===== src/rtl/w5500_task_sched.sv =====
// w5500_task_sched: top-level task sequencer for the W5500 Ethernet path.
// Runs HW reset, common init and socket init, then schedules socket TX/RX passes.
//
// Ports:
//   clk, rst_n      system clock, synchronous active-low reset
//   i_int_n         W5500 INTn pin (asynchronous, active-low)
//   i_tx_req        user TX request level, held until o_tx_done
//   i_cm_ini_end    common-register init complete pulse
//   i_sn_ini_end    socket init complete pulse
//   i_sn_tx_end     socket TX pass complete pulse
//   i_sn_rx_end     socket RX pass complete pulse
//   o_w5500_rst_n   W5500 hardware reset, active-low
//   o_task_state    0 RST_IDLE,1 HW_RST,2 CM_INI,3 SN_INI,4 WAIT,5 TX,6 RX
//   o_cm_ini_start  pulse on first cycle of CM_INI
//   o_sn_ini_ctl    pulse on first cycle of SN_INI
//   o_tx_done       pulse when a TX pass completes
//   o_ready         high in WAIT, TX or RX
//   o_tmo_err       pulse on watchdog expiry
module w5500_task_sched #(
    parameter int unsigned HW_RST_CYC  = 500,
    parameter int unsigned HW_WAIT_CYC = 50000,
    parameter int unsigned POLL_CYC    = 50000,
    parameter int unsigned TMO_CYC     = 5000000
) (
    input  logic       clk,
    input  logic       rst_n,
    input  logic       i_int_n,
    input  logic       i_tx_req,
    input  logic       i_cm_ini_end,
    input  logic       i_sn_ini_end,
    input  logic       i_sn_tx_end,
    input  logic       i_sn_rx_end,
    output logic       o_w5500_rst_n,
    output logic [3:0] o_task_state,
    output logic       o_cm_ini_start,
    output logic       o_sn_ini_ctl,
    output logic       o_tx_done,
    output logic       o_ready,
    output logic       o_tmo_err
);

    typedef enum logic [3:0] {
        ST_RST_IDLE = 4'd0,
        ST_HW_RST   = 4'd1,
        ST_CM_INI   = 4'd2,
        ST_SN_INI   = 4'd3,
        ST_WAIT     = 4'd4,
        ST_TX       = 4'd5,
        ST_RX       = 4'd6
    } state_t;

    localparam logic [31:0] RST_LEN   = 32'(HW_RST_CYC);
    localparam logic [31:0] HW_LAST   = 32'(HW_RST_CYC + HW_WAIT_CYC - 1);
    localparam logic [31:0] POLL_LAST = 32'(POLL_CYC - 1);
    localparam logic [31:0] TMO_LAST  = 32'(TMO_CYC - 1);

    state_t      st, st_nx;
    logic [31:0] cnt, cnt_nx;
    logic [31:0] poll;
    logic        int_s1, int_s2, int_s3;
    logic        rx_pend, last_tx;
    logic        tx_pend, rx_set, rx_want, poll_hit, poll_run;
    logic        grant_tx, grant_rx, tmo, tx_done_nx, wd_on;

    assign o_task_state = st;

    assign poll_run = (st == ST_WAIT) || (st == ST_TX);
    assign poll_hit = poll_run && (poll == POLL_LAST);
    assign tx_pend  = (st == ST_WAIT) && i_tx_req;
    // Falling edge anywhere, low level only while idle in WAIT.
    assign rx_set   = (int_s3 && !int_s2)
                    || ((st == ST_WAIT) && !int_s2)
                    || poll_hit;
    assign rx_want  = rx_pend || rx_set;
    assign wd_on    = (st == ST_CM_INI) || (st == ST_SN_INI)
                    || (st == ST_TX) || (st == ST_RX);

    always_comb begin
        st_nx      = st;
        grant_tx   = 1'b0;
        grant_rx   = 1'b0;
        tx_done_nx = 1'b0;
        tmo        = 1'b0;
        case (st)
            ST_RST_IDLE: st_nx = ST_HW_RST;
            ST_HW_RST:   if (cnt == HW_LAST) st_nx = ST_CM_INI;
            ST_CM_INI:   if (i_cm_ini_end) st_nx = ST_SN_INI;
            ST_SN_INI:   if (i_sn_ini_end) st_nx = ST_WAIT;
            ST_WAIT: begin
                if (tx_pend && rx_want) begin
                    grant_tx = !last_tx;
                    grant_rx = last_tx;
                end else begin
                    grant_tx = tx_pend;
                    grant_rx = rx_want;
                end
                if (grant_tx)      st_nx = ST_TX;
                else if (grant_rx) st_nx = ST_RX;
            end
            ST_TX: begin
                if (i_sn_tx_end) begin
                    st_nx      = ST_WAIT;
                    tx_done_nx = 1'b1;
                end
            end
            ST_RX:   if (i_sn_rx_end) st_nx = ST_WAIT;
            default: st_nx = ST_RST_IDLE;
        endcase
        // An end pulse on the expiry cycle already moved st_nx, so it wins.
        if (wd_on && (cnt == TMO_LAST) && (st_nx == st)) begin
            tmo   = 1'b1;
            st_nx = ST_HW_RST;
        end
        cnt_nx = (st_nx != st) ? 32'd0 : cnt + 32'd1;
    end

    always_ff @(posedge clk) begin
        if (!rst_n) begin
            st             <= ST_RST_IDLE;
            cnt            <= 32'd0;
            poll           <= 32'd0;
            int_s1         <= 1'b1;
            int_s2         <= 1'b1;
            int_s3         <= 1'b1;
            rx_pend        <= 1'b0;
            last_tx        <= 1'b0;
            o_w5500_rst_n  <= 1'b0;
            o_cm_ini_start <= 1'b0;
            o_sn_ini_ctl   <= 1'b0;
            o_tx_done      <= 1'b0;
            o_ready        <= 1'b0;
            o_tmo_err      <= 1'b0;
        end else begin
            st     <= st_nx;
            cnt    <= cnt_nx;
            int_s1 <= i_int_n;
            int_s2 <= int_s1;
            int_s3 <= int_s2;
            poll   <= (poll_run && !poll_hit) ? poll + 32'd1 : 32'd0;
            // Clear beats a same-cycle set.
            if (tmo || (st_nx == ST_RX && st != ST_RX)) rx_pend <= 1'b0;
            else if (rx_set)                            rx_pend <= 1'b1;
            if (grant_tx)      last_tx <= 1'b1;
            else if (grant_rx) last_tx <= 1'b0;
            o_w5500_rst_n  <= !((st_nx == ST_RST_IDLE)
                            || ((st_nx == ST_HW_RST) && (cnt_nx < RST_LEN)));
            o_cm_ini_start <= (st_nx == ST_CM_INI) && (st != ST_CM_INI);
            o_sn_ini_ctl   <= (st_nx == ST_SN_INI) && (st != ST_SN_INI);
            o_tx_done      <= tx_done_nx;
            o_ready        <= (st_nx == ST_WAIT) || (st_nx == ST_TX)
                            || (st_nx == ST_RX);
            o_tmo_err      <= tmo;
        end
    end

endmodule

===== config.mk =====
export PLATFORM = sky130hd
export DESIGN_NAME = w5500_task_sched
export DESIGN_NICKNAME = d
export VERILOG_FILES = /design/src/rtl/w5500_task_sched.sv
export SDC_FILE = /design/constraint.sdc
export NUM_CORES = 1
export LEC_CHECK = 0
export CAP_MARGIN = 10
export CORE_MARGIN = 2
export CORE_UTILIZATION = 40
export CTS_BUF_LIST = sky130_fd_sc_hd__clkbuf_16
export DETAILED_ROUTE_END_ITERATION = 7
export MAX_ROUTING_LAYER = met4
export SLEW_MARGIN = 25
export SYNTH_ARGS = -nofsm -noshare
export SYNTH_HDL_FRONTEND = slang
export SYNTH_SLANG_ARGS = --single-unit

===== constraint.sdc =====
create_clock -name clk -period 3.4 [get_ports clk]
set_input_delay 0.51 -clock clk [delete_from_list [all_inputs] [get_ports clk]]
set_output_delay 0.51 -clock clk [all_outputs]
set_load 0.02 [all_outputs]

==> impl_metrics.xml, run 1 <==
<?xml version="1.0" encoding="UTF-8"?>
<metrics>
  <group name="run_status">
    <metric name="run_status" unit="">completed</metric>
  </group>
  <group name="routing">
    <metric name="finalWirelength" unit="µm">8410</metric>
    <metric name="detail_route.iter0.violations" unit="">190</metric>
    <metric name="detail_route.wl_per_cell" unit="µm">13.1</metric>
    <metric name="final_antenna_net_count" unit="">0</metric>
    <metric name="drtPass1Iterations" unit="">4</metric>
    <metric name="detailroute.via_count" unit="">3373</metric>
    <metric name="drc" unit="">0</metric>
    <metric name="drt-vias-per-instance" unit="">5.26</metric>
  </group>
  <group name="critical_path">
    <metric name="setup.worst_path.start_class" unit="">flip-flop</metric>
    <metric name="crit_type" unit="">flip-flop to flip-flop</metric>
    <metric name="worstPathMaxFanout" unit="">9</metric>
    <metric name="cp.arrival" unit="ns">3.03</metric>
    <metric name="rr_endpoint" unit="">o_w5500_rst_n</metric>
    <metric name="ff2ff_setup_slack" unit="ns">0.56</metric>
    <metric name="timing.critical_path.required" unit="ns">3.60</metric>
    <metric name="r2r_start" unit="">cnt[2]</metric>
    <metric name="timing.reg2reg.worst_path_depth" unit="">8</metric>
    <metric name="worstSetupEndpointType" unit="">flip-flop</metric>
  </group>
  <group name="clock_tree">
    <metric name="number_of_buffers_added_by_the_clock_tree_synthesis_step" unit="">9</metric>
    <metric name="worst_setup_hold_path_clk_slew" unit="ns">0.07</metric>
    <metric name="maximum_level_of_the_cts_h_tree" unit="">3</metric>
    <metric name="cts_buffer_depth" unit="">2</metric>
    <metric name="cts-resized-gates" unit="">0</metric>
    <metric name="insertion_delay" unit="ns">0.34</metric>
    <metric name="numClockSinks" unit="">79</metric>
    <metric name="clock_tree.root_cell" unit="">clkbuf_16</metric>
    <metric name="cts_tree" unit="">yes</metric>
    <metric name="post_cts_hold_buffer_count" unit="">0</metric>
    <metric name="cts_setup_buffers" unit="">0</metric>
  </group>
  <group name="run">
    <metric name="maxCapViolations" unit="">0</metric>
  </group>
  <group name="floorplan">
    <metric name="design.portCount" unit="">18</metric>
    <metric name="initial_core_util" unit="%">41.2</metric>
    <metric name="die_width" unit="µm">107</metric>
    <metric name="placement_rows" unit="">37</metric>
    <metric name="design.core.area" unit="mm²">0.0103</metric>
    <metric name="fp.dieH" unit="µm">107</metric>
    <metric name="die_area" unit="mm²">0.0115</metric>
  </group>
  <group name="timing">
    <metric name="final_hold_viol_count" unit="">0</metric>
    <metric name="unrepaired_setup_endpoints_after_global_routing" unit="">false</metric>
    <metric name="timing.final.setup_violations" unit="">0</metric>
    <metric name="finalMaxSlewViolations" unit="">0</metric>
    <metric name="setup-tns-final" unit="ns">0</metric>
    <metric name="max_slew_margin" unit="%">61.1</metric>
    <metric name="fmax" unit="MHz">353</metric>
    <metric name="post_route_worst_setup_slack" unit="ns">0.565</metric>
    <metric name="skew" unit="ns">0.0134</metric>
    <metric name="period_needed" unit="ns">2.84</metric>
    <metric name="timing_worst_slew_pin_value" unit="ns">0.578</metric>
    <metric name="timing.final.crit_share" unit="%">83.4</metric>
  </group>
  <group name="synth">
    <metric name="postSynthRegisterBits" unit="">79</metric>
    <metric name="post_synth_num_cell_types" unit="">63</metric>
    <metric name="post_synth.cell_area_avg" unit="µm²">8.70</metric>
    <metric name="mappedNetlistNets" unit="">499</metric>
    <metric name="synth_area_leader_cell" unit="">dfxtp_1</metric>
    <metric name="yosys_warnings" unit="">0</metric>
    <metric name="syn_inst" unit="">489</metric>
    <metric name="async_flop_share" unit="%">0</metric>
    <metric name="synth.yosys.seq_area_share" unit="%">37.2</metric>
    <metric name="ys.flop_type" unit="">dfxtp_1</metric>
    <metric name="top_cells_by_area_in_the_synthesized_netlist" unit="">dfxtp_1 (37%), xnor2_1 (6.6%), xor2_1 (6.0%), nor2_1 (5.1%), nor2_2 (4.6%)</metric>
    <metric name="area_fraction_of_the_dominant_cell_type_after_synthesis" unit="%">37.2</metric>
    <metric name="synthesis.area" unit="mm²">0.00426</metric>
    <metric name="count_of_flip_flops_with_a_built_in_enable_after_synthesis" unit="">0</metric>
  </group>
  <group name="cells_and_area">
    <metric name="fillCellCount" unit="">1018</metric>
    <metric name="layout.cells.most_common" unit="">dfxtp_1</metric>
    <metric name="design.final.nets" unit="">510</metric>
    <metric name="final_layout_size_suffix_gt1_share" unit="%">16.0</metric>
    <metric name="areaGrowthSynthToFinish" unit="%">12.8</metric>
    <metric name="diodes" unit="">0</metric>
    <metric name="final_cell_mix" unit="">dfxtp_1 (79), nor2_1 (58), xnor2_1 (32), nand3_1 (32), nor2_2 (31)</metric>
  </group>
  <group name="power">
    <metric name="power_density" unit="mW/mm²">404</metric>
    <metric name="irDropWorstVdd" unit="µV">262</metric>
    <metric name="leakage_power_summed_over_all_cells" unit="nW">1.55</metric>
  </group>
  <group name="worst_hold_path">
    <metric name="hp-start" unit="">int_s1</metric>
    <metric name="hold_path_end" unit="">int_s2</metric>
    <metric name="hold_path_depth" unit="">1</metric>
    <metric name="min_path_type" unit="">flip-flop to flip-flop</metric>
  </group>
  <group name="grt">
    <metric name="antenna_found_initial" unit="">0</metric>
    <metric name="number_of_global_route_vias_before_repair" unit="">3191</metric>
    <metric name="grt_first_pass_wirelength" unit="µm">14600</metric>
    <metric name="global_route.overflow_total" unit="">0</metric>
    <metric name="pin_count_of_the_biggest_net_entering_global_routing" unit="">33</metric>
    <metric name="grt_use_total" unit="%">16.0</metric>
  </group>
  <group name="place">
    <metric name="place.port_buffers" unit="">17</metric>
    <metric name="hpwlAfterDp" unit="µm">6060</metric>
    <metric name="placement.setup.worst_slack" unit="ns">0.306</metric>
    <metric name="globalplace.congestion" unit="">0.813</metric>
  </group>
</metrics>
synthesized netlist by cell type (all sizes together), types with 7 or more instances:
| master | count |
|---|---|
| buf | 17 |
| nor2 | 89 |
| nand3 | 32 |
| clkbuf | 8 |
| xor2 | 30 |
| o21ai | 7 |
| nor4 | 17 |
| nand2 | 26 |
| inv | 15 |
| nor3 | 19 |
| xnor2 | 32 |
| dfxtp | 79 |
| and3 | 16 |
| nand4 | 19 |
how the worst max path moves through the flow:
stage / from / to / slack (ns) / depth (start not counted)
final: cnt[2] / o_w5500_rst_n / 0.56 / 8
after global routing: cnt[2] / o_w5500_rst_n / 0.31 / 8
after CTS: cnt[2] / o_w5500_rst_n / 0.54 / 8
after detailed placement: i_sn_tx_end / cnt[22] / 0.31 / 10
after global placement: i_sn_tx_end / cnt[16] / 0.35 / 10
after floorplan: cnt[0] / cnt[12] / 0.85 / 11
logic make-up (layout without fill, tap and decap cells):
kind of cell	after synthesis	after routing	share of synthesized area [%]
compound gates	43	43	8.67
xor+xnor	62	62	12.9
fa+ha+maj	2	2	0.588
buf+inv	40	56	4.97
flops	79	79	37.2
mux	3	3	0.764
other cells	1	1	0.0881
simple gates	259	259	34.8
power by group:
group	switching (mW)	leakage (nW)	internal, mW
Sequential	0.00809	0.638	0.930
Clock	0.406	0.139	0.510
Combinational	0.0502	0.777	0.0380
worst max-delay path: stages, from the launching register on:
cell,delay [ns]
dfxtp_1,0.48
nand4_1,0.29
nor3_1,0.49
mux2_2,0.39
o32a_1,0.31
nor2_1,0.12
nand4_1,0.13
nor4_1,0.38
o32ai_1,0.12
layout make-up:
class / instances / area (µm²) / share of cell area [%]
Clock buffer: 9 / 225 / 4.69
Inverter: 15 / 56.3 / 1.17
Clock inverter: 7 / 62.6 / 1.30
Sequential cell: 79 / 1580 / 32.9
Timing Repair Buffer: 25 / 243 / 5.05
Tap cell: 136 / 170 / 3.54
Multi-Input combinational cell: 370 / 2460 / 51.3
layer usage:
metal	global-route usage, %	wire (µm)	up-vias
met5	-	0	-
met4	3.90	43	0
met3	4.19	219	2
met2	25.6	4070	33
met1	20.3	4070	1607
li1	-	-	1731
metrics by stage:
step | utilization [%] | power [mW] | hold WS, ns | std cells | area, µm²
3_5_place_dp | 43.7 | 1.05 | 0.413 | 625 | 4510
5_1_grt | 46.5 | 2.02 | 0.468 | 641 | 4800
4_1_cts | 46.5 | 1.97 | 0.432 | 641 | 4800
3_3_place_gp | 43.7 | 1.05 | 0.406 | 625 | 4510
2_1_floorplan | - | 1.03 | 0.386 | 489 | 4260
6_report | 46.5 | 1.94 | 0.422 | 641 | 4800
registers in the layout (all words and copies together) (netlist names):
signal          cells
int_s2              1
o_cm_ini_start      1
int_s3              1
cnt                32
o_tx_done           1
o_w5500_rst_n       1
o_sn_ini_ctl        1
o_tmo_err           1
rx_pend             1
poll               32
int_s1              1
o_task_state        4
last_tx             1
o_ready             1
No activity file was read; power rests on OpenSTA's default activity.
==> inputs of run 2 (changes only) <==
Clock period 3.4 ns to 2.73 ns, I/O delays scaled along.
==> run 2 against run 1 <==
  * Non-clock buffer count increased by 36
  * Hold slack got worse by 0.0036 ns
  * Largest power group is now the clock network
  * Clock-buffer cell count is the same
==> impl_metrics.xml, run 2 (same netlist as run 1, synthesis figures left out) <==
<?xml version="1.0" encoding="UTF-8"?>
<metrics>
  <group name="run_status">
    <metric name="run_status" unit="">completed</metric>
  </group>
  <group name="power">
    <metric name="power.switching" unit="mW">0.592</metric>
    <metric name="irDropWorstVdd" unit="µV">316</metric>
    <metric name="leakage_power_summed_over_all_cells" unit="nW">1.80</metric>
    <metric name="power.clock.fraction" unit="%">48.0</metric>
    <metric name="switching_share" unit="%">23.4</metric>
    <metric name="share_comb_of_total_power" unit="%">5.9</metric>
    <metric name="sequential_cell_fraction_of_total_power" unit="%">46.1</metric>
    <metric name="p_int" unit="mW">1.94</metric>
    <metric name="power_density" unit="mW/mm²">479</metric>
  </group>
  <group name="critical_path">
    <metric name="timing.reg2reg.worst_path_depth" unit="">9</metric>
    <metric name="setup.worst_path.start_class" unit="">flip-flop</metric>
    <metric name="cells_along_the_critical_path" unit="">nor4_2 &gt; nand4_1 &gt; o211ai_1 &gt; o211ai_4 &gt; or4_4 &gt; o2bb2ai_4 &gt; o311ai_4 &gt; clkbuf_16 &gt; nor2_2</metric>
    <metric name="worstSetupEndpointType" unit="">flip-flop</metric>
    <metric name="cpLargestDelayFamily" unit="">simple AND/OR/NAND/NOR gates</metric>
    <metric name="crit_type" unit="">flip-flop to flip-flop</metric>
    <metric name="critical-path-max-stage-delay" unit="ns">0.50</metric>
    <metric name="ff2ff_setup_slack" unit="ns">0.09</metric>
    <metric name="worst-path-buf-inv" unit="">1</metric>
    <metric name="rr_endpoint" unit="">cnt[8]</metric>
    <metric name="critical-path-slowest-cell" unit="">or4_4</metric>
    <metric name="cp.depth" unit="">9</metric>
    <metric name="r2r_start" unit="">poll[24]</metric>
    <metric name="cp.arrival" unit="ns">2.93</metric>
    <metric name="timing.critical_path.required" unit="ns">3.01</metric>
    <metric name="worstPathMaxFanout" unit="">8</metric>
  </group>
  <group name="grt">
    <metric name="grt_use_total" unit="%">16.6</metric>
    <metric name="global_route.overflow_total" unit="">0</metric>
    <metric name="grt_first_pass_wirelength" unit="µm">15000</metric>
    <metric name="number_of_global_route_vias_before_repair" unit="">3220</metric>
    <metric name="pin_count_of_the_biggest_net_entering_global_routing" unit="">33</metric>
    <metric name="antenna_found_initial" unit="">0</metric>
  </group>
  <group name="place">
    <metric name="hpwlAfterDp" unit="µm">6280</metric>
    <metric name="placement.setup.worst_slack" unit="ns">-0.199</metric>
    <metric name="globalplace.congestion" unit="">0.848</metric>
    <metric name="place.port_buffers" unit="">17</metric>
  </group>
  <group name="timing">
    <metric name="max_slew_margin" unit="%">64.7</metric>
    <metric name="final_hold_viol_count" unit="">0</metric>
    <metric name="unrepaired_setup_endpoints_after_global_routing" unit="">true</metric>
    <metric name="timing.final.crit_share" unit="%">96.9</metric>
    <metric name="post_route_worst_setup_slack" unit="ns">0.0855</metric>
    <metric name="timing.final.setup_violations" unit="">0</metric>
    <metric name="fmax" unit="MHz">378</metric>
    <metric name="timing_worst_slew_pin_value" unit="ns">0.528</metric>
    <metric name="skew" unit="ns">0.00482</metric>
    <metric name="setup-tns-final" unit="ns">0</metric>
    <metric name="finalMaxSlewViolations" unit="">0</metric>
    <metric name="period_needed" unit="ns">2.64</metric>
  </group>
  <group name="clock_tree">
    <metric name="numClockSinks" unit="">79</metric>
    <metric name="number_of_buffers_added_by_the_clock_tree_synthesis_step" unit="">9</metric>
    <metric name="cts_tree" unit="">yes</metric>
    <metric name="post_cts_hold_buffer_count" unit="">0</metric>
    <metric name="maximum_level_of_the_cts_h_tree" unit="">3</metric>
    <metric name="worst_setup_hold_path_clk_slew" unit="ns">0.06</metric>
    <metric name="cts_buffer_depth" unit="">2</metric>
    <metric name="clock_tree.root_cell" unit="">clkbuf_16</metric>
    <metric name="insertion_delay" unit="ns">0.34</metric>
  </group>
  <group name="worst_hold_path">
    <metric name="hp-start" unit="">int_s1</metric>
    <metric name="min_path_type" unit="">flip-flop to flip-flop</metric>
    <metric name="hold_path_end" unit="">int_s2</metric>
    <metric name="hold_path_depth" unit="">1</metric>
  </group>
  <group name="routing">
    <metric name="detail_route.wl_per_cell" unit="µm">13.8</metric>
    <metric name="drt-vias-per-instance" unit="">5.21</metric>
    <metric name="drtPass1Iterations" unit="">4</metric>
    <metric name="drc" unit="">0</metric>
    <metric name="final_antenna_net_count" unit="">0</metric>
    <metric name="finalWirelength" unit="µm">9360</metric>
    <metric name="detail_route.iter0.violations" unit="">146</metric>
    <metric name="detailroute.via_count" unit="">3528</metric>
  </group>
  <group name="cells_and_area">
    <metric name="final_cell_mix" unit="">dfxtp_1 (70), nor2_1 (58), buf_4 (40)</metric>
    <metric name="layout.cells.most_common" unit="">dfxtp_1</metric>
    <metric name="design.final.nets" unit="">546</metric>
    <metric name="diodes" unit="">0</metric>
    <metric name="areaGrowthSynthToFinish" unit="%">24.0</metric>
    <metric name="layout.core_utilization" unit="%">51.1</metric>
    <metric name="final_layout_size_suffix_gt1_share" unit="%">25.3</metric>
  </group>
  <group name="floorplan">
    <metric name="fp.dieH" unit="µm">107</metric>
    <metric name="design.core.area" unit="mm²">0.0103</metric>
    <metric name="die_width" unit="µm">107</metric>
    <metric name="design.portCount" unit="">18</metric>
    <metric name="placement_rows" unit="">37</metric>
    <metric name="initial_core_util" unit="%">41.2</metric>
    <metric name="die_area" unit="mm²">0.0115</metric>
  </group>
  <group name="run">
    <metric name="maxCapViolations" unit="">0</metric>
  </group>
</metrics>
-- run 2: how the worst max path moves through the flow --
stage                      startpoint              to  slack, ns
after floorplan                cnt[0]         cnt[12]       0.18
after global placement    i_sn_tx_end         cnt[16]      -0.19
after detailed placement  i_sn_tx_end         cnt[19]      -0.20
after CTS                    poll[11]  o_cm_ini_start       0.04
after global routing         poll[23]          cnt[5]      -0.04
final                        poll[24]          cnt[8]       0.09
-- run 2: final cells by class --
class	count	area (µm²)
fill	943	5040
timing repair buffer	61	552
clock buffer	9	225
inverter	15	56.3
tap	136	170
multi-input combinational	370	2610
sequential	79	1600
clock inverter	7	71.3
-- run 2: timing repair --
action,4_1_cts,5_1_grt
endpoints found under the setup margin,0,35
hold endpoints to repair,0,0
gates resized for setup,0,36
buffers inserted,0,6
-- run 2: power groups by stage --
stage	sequential (mW)	clock, mW	combinational (mW)
5_1_grt	1.17	1.29	0.161
6_report	1.16	1.21	0.150
3_5_place_dp	1.19	0	0.124
2_1_floorplan	1.19	0	0.0880
4_1_cts	1.17	1.24	0.125
3_3_place_gp	1.19	0	0.123
-- run 2: layer usage --
metal,GRT usage [%],part of all wire [%],vias up
met1,21.3,48,1673
met3,3.89,2.7,12
met4,6.12,1.7,0
met5,-,0,-
met2,25.6,48,38
li1,-,-,1805
-- run 2: per-stage QoR --
step | instance area, µm² | instances | power [mW] | hold WS [ns]
6_report | 5280 | 677 | 2.53 | 0.419
5_1_grt | 5280 | 677 | 2.61 | 0.455
4_1_cts | 5010 | 668 | 2.53 | 0.425
3_5_place_dp | 4720 | 652 | 1.32 | 0.406
3_3_place_gp | 4720 | 652 | 1.31 | 0.400
2_1_floorplan | 4260 | 489 | 1.28 | 0.386
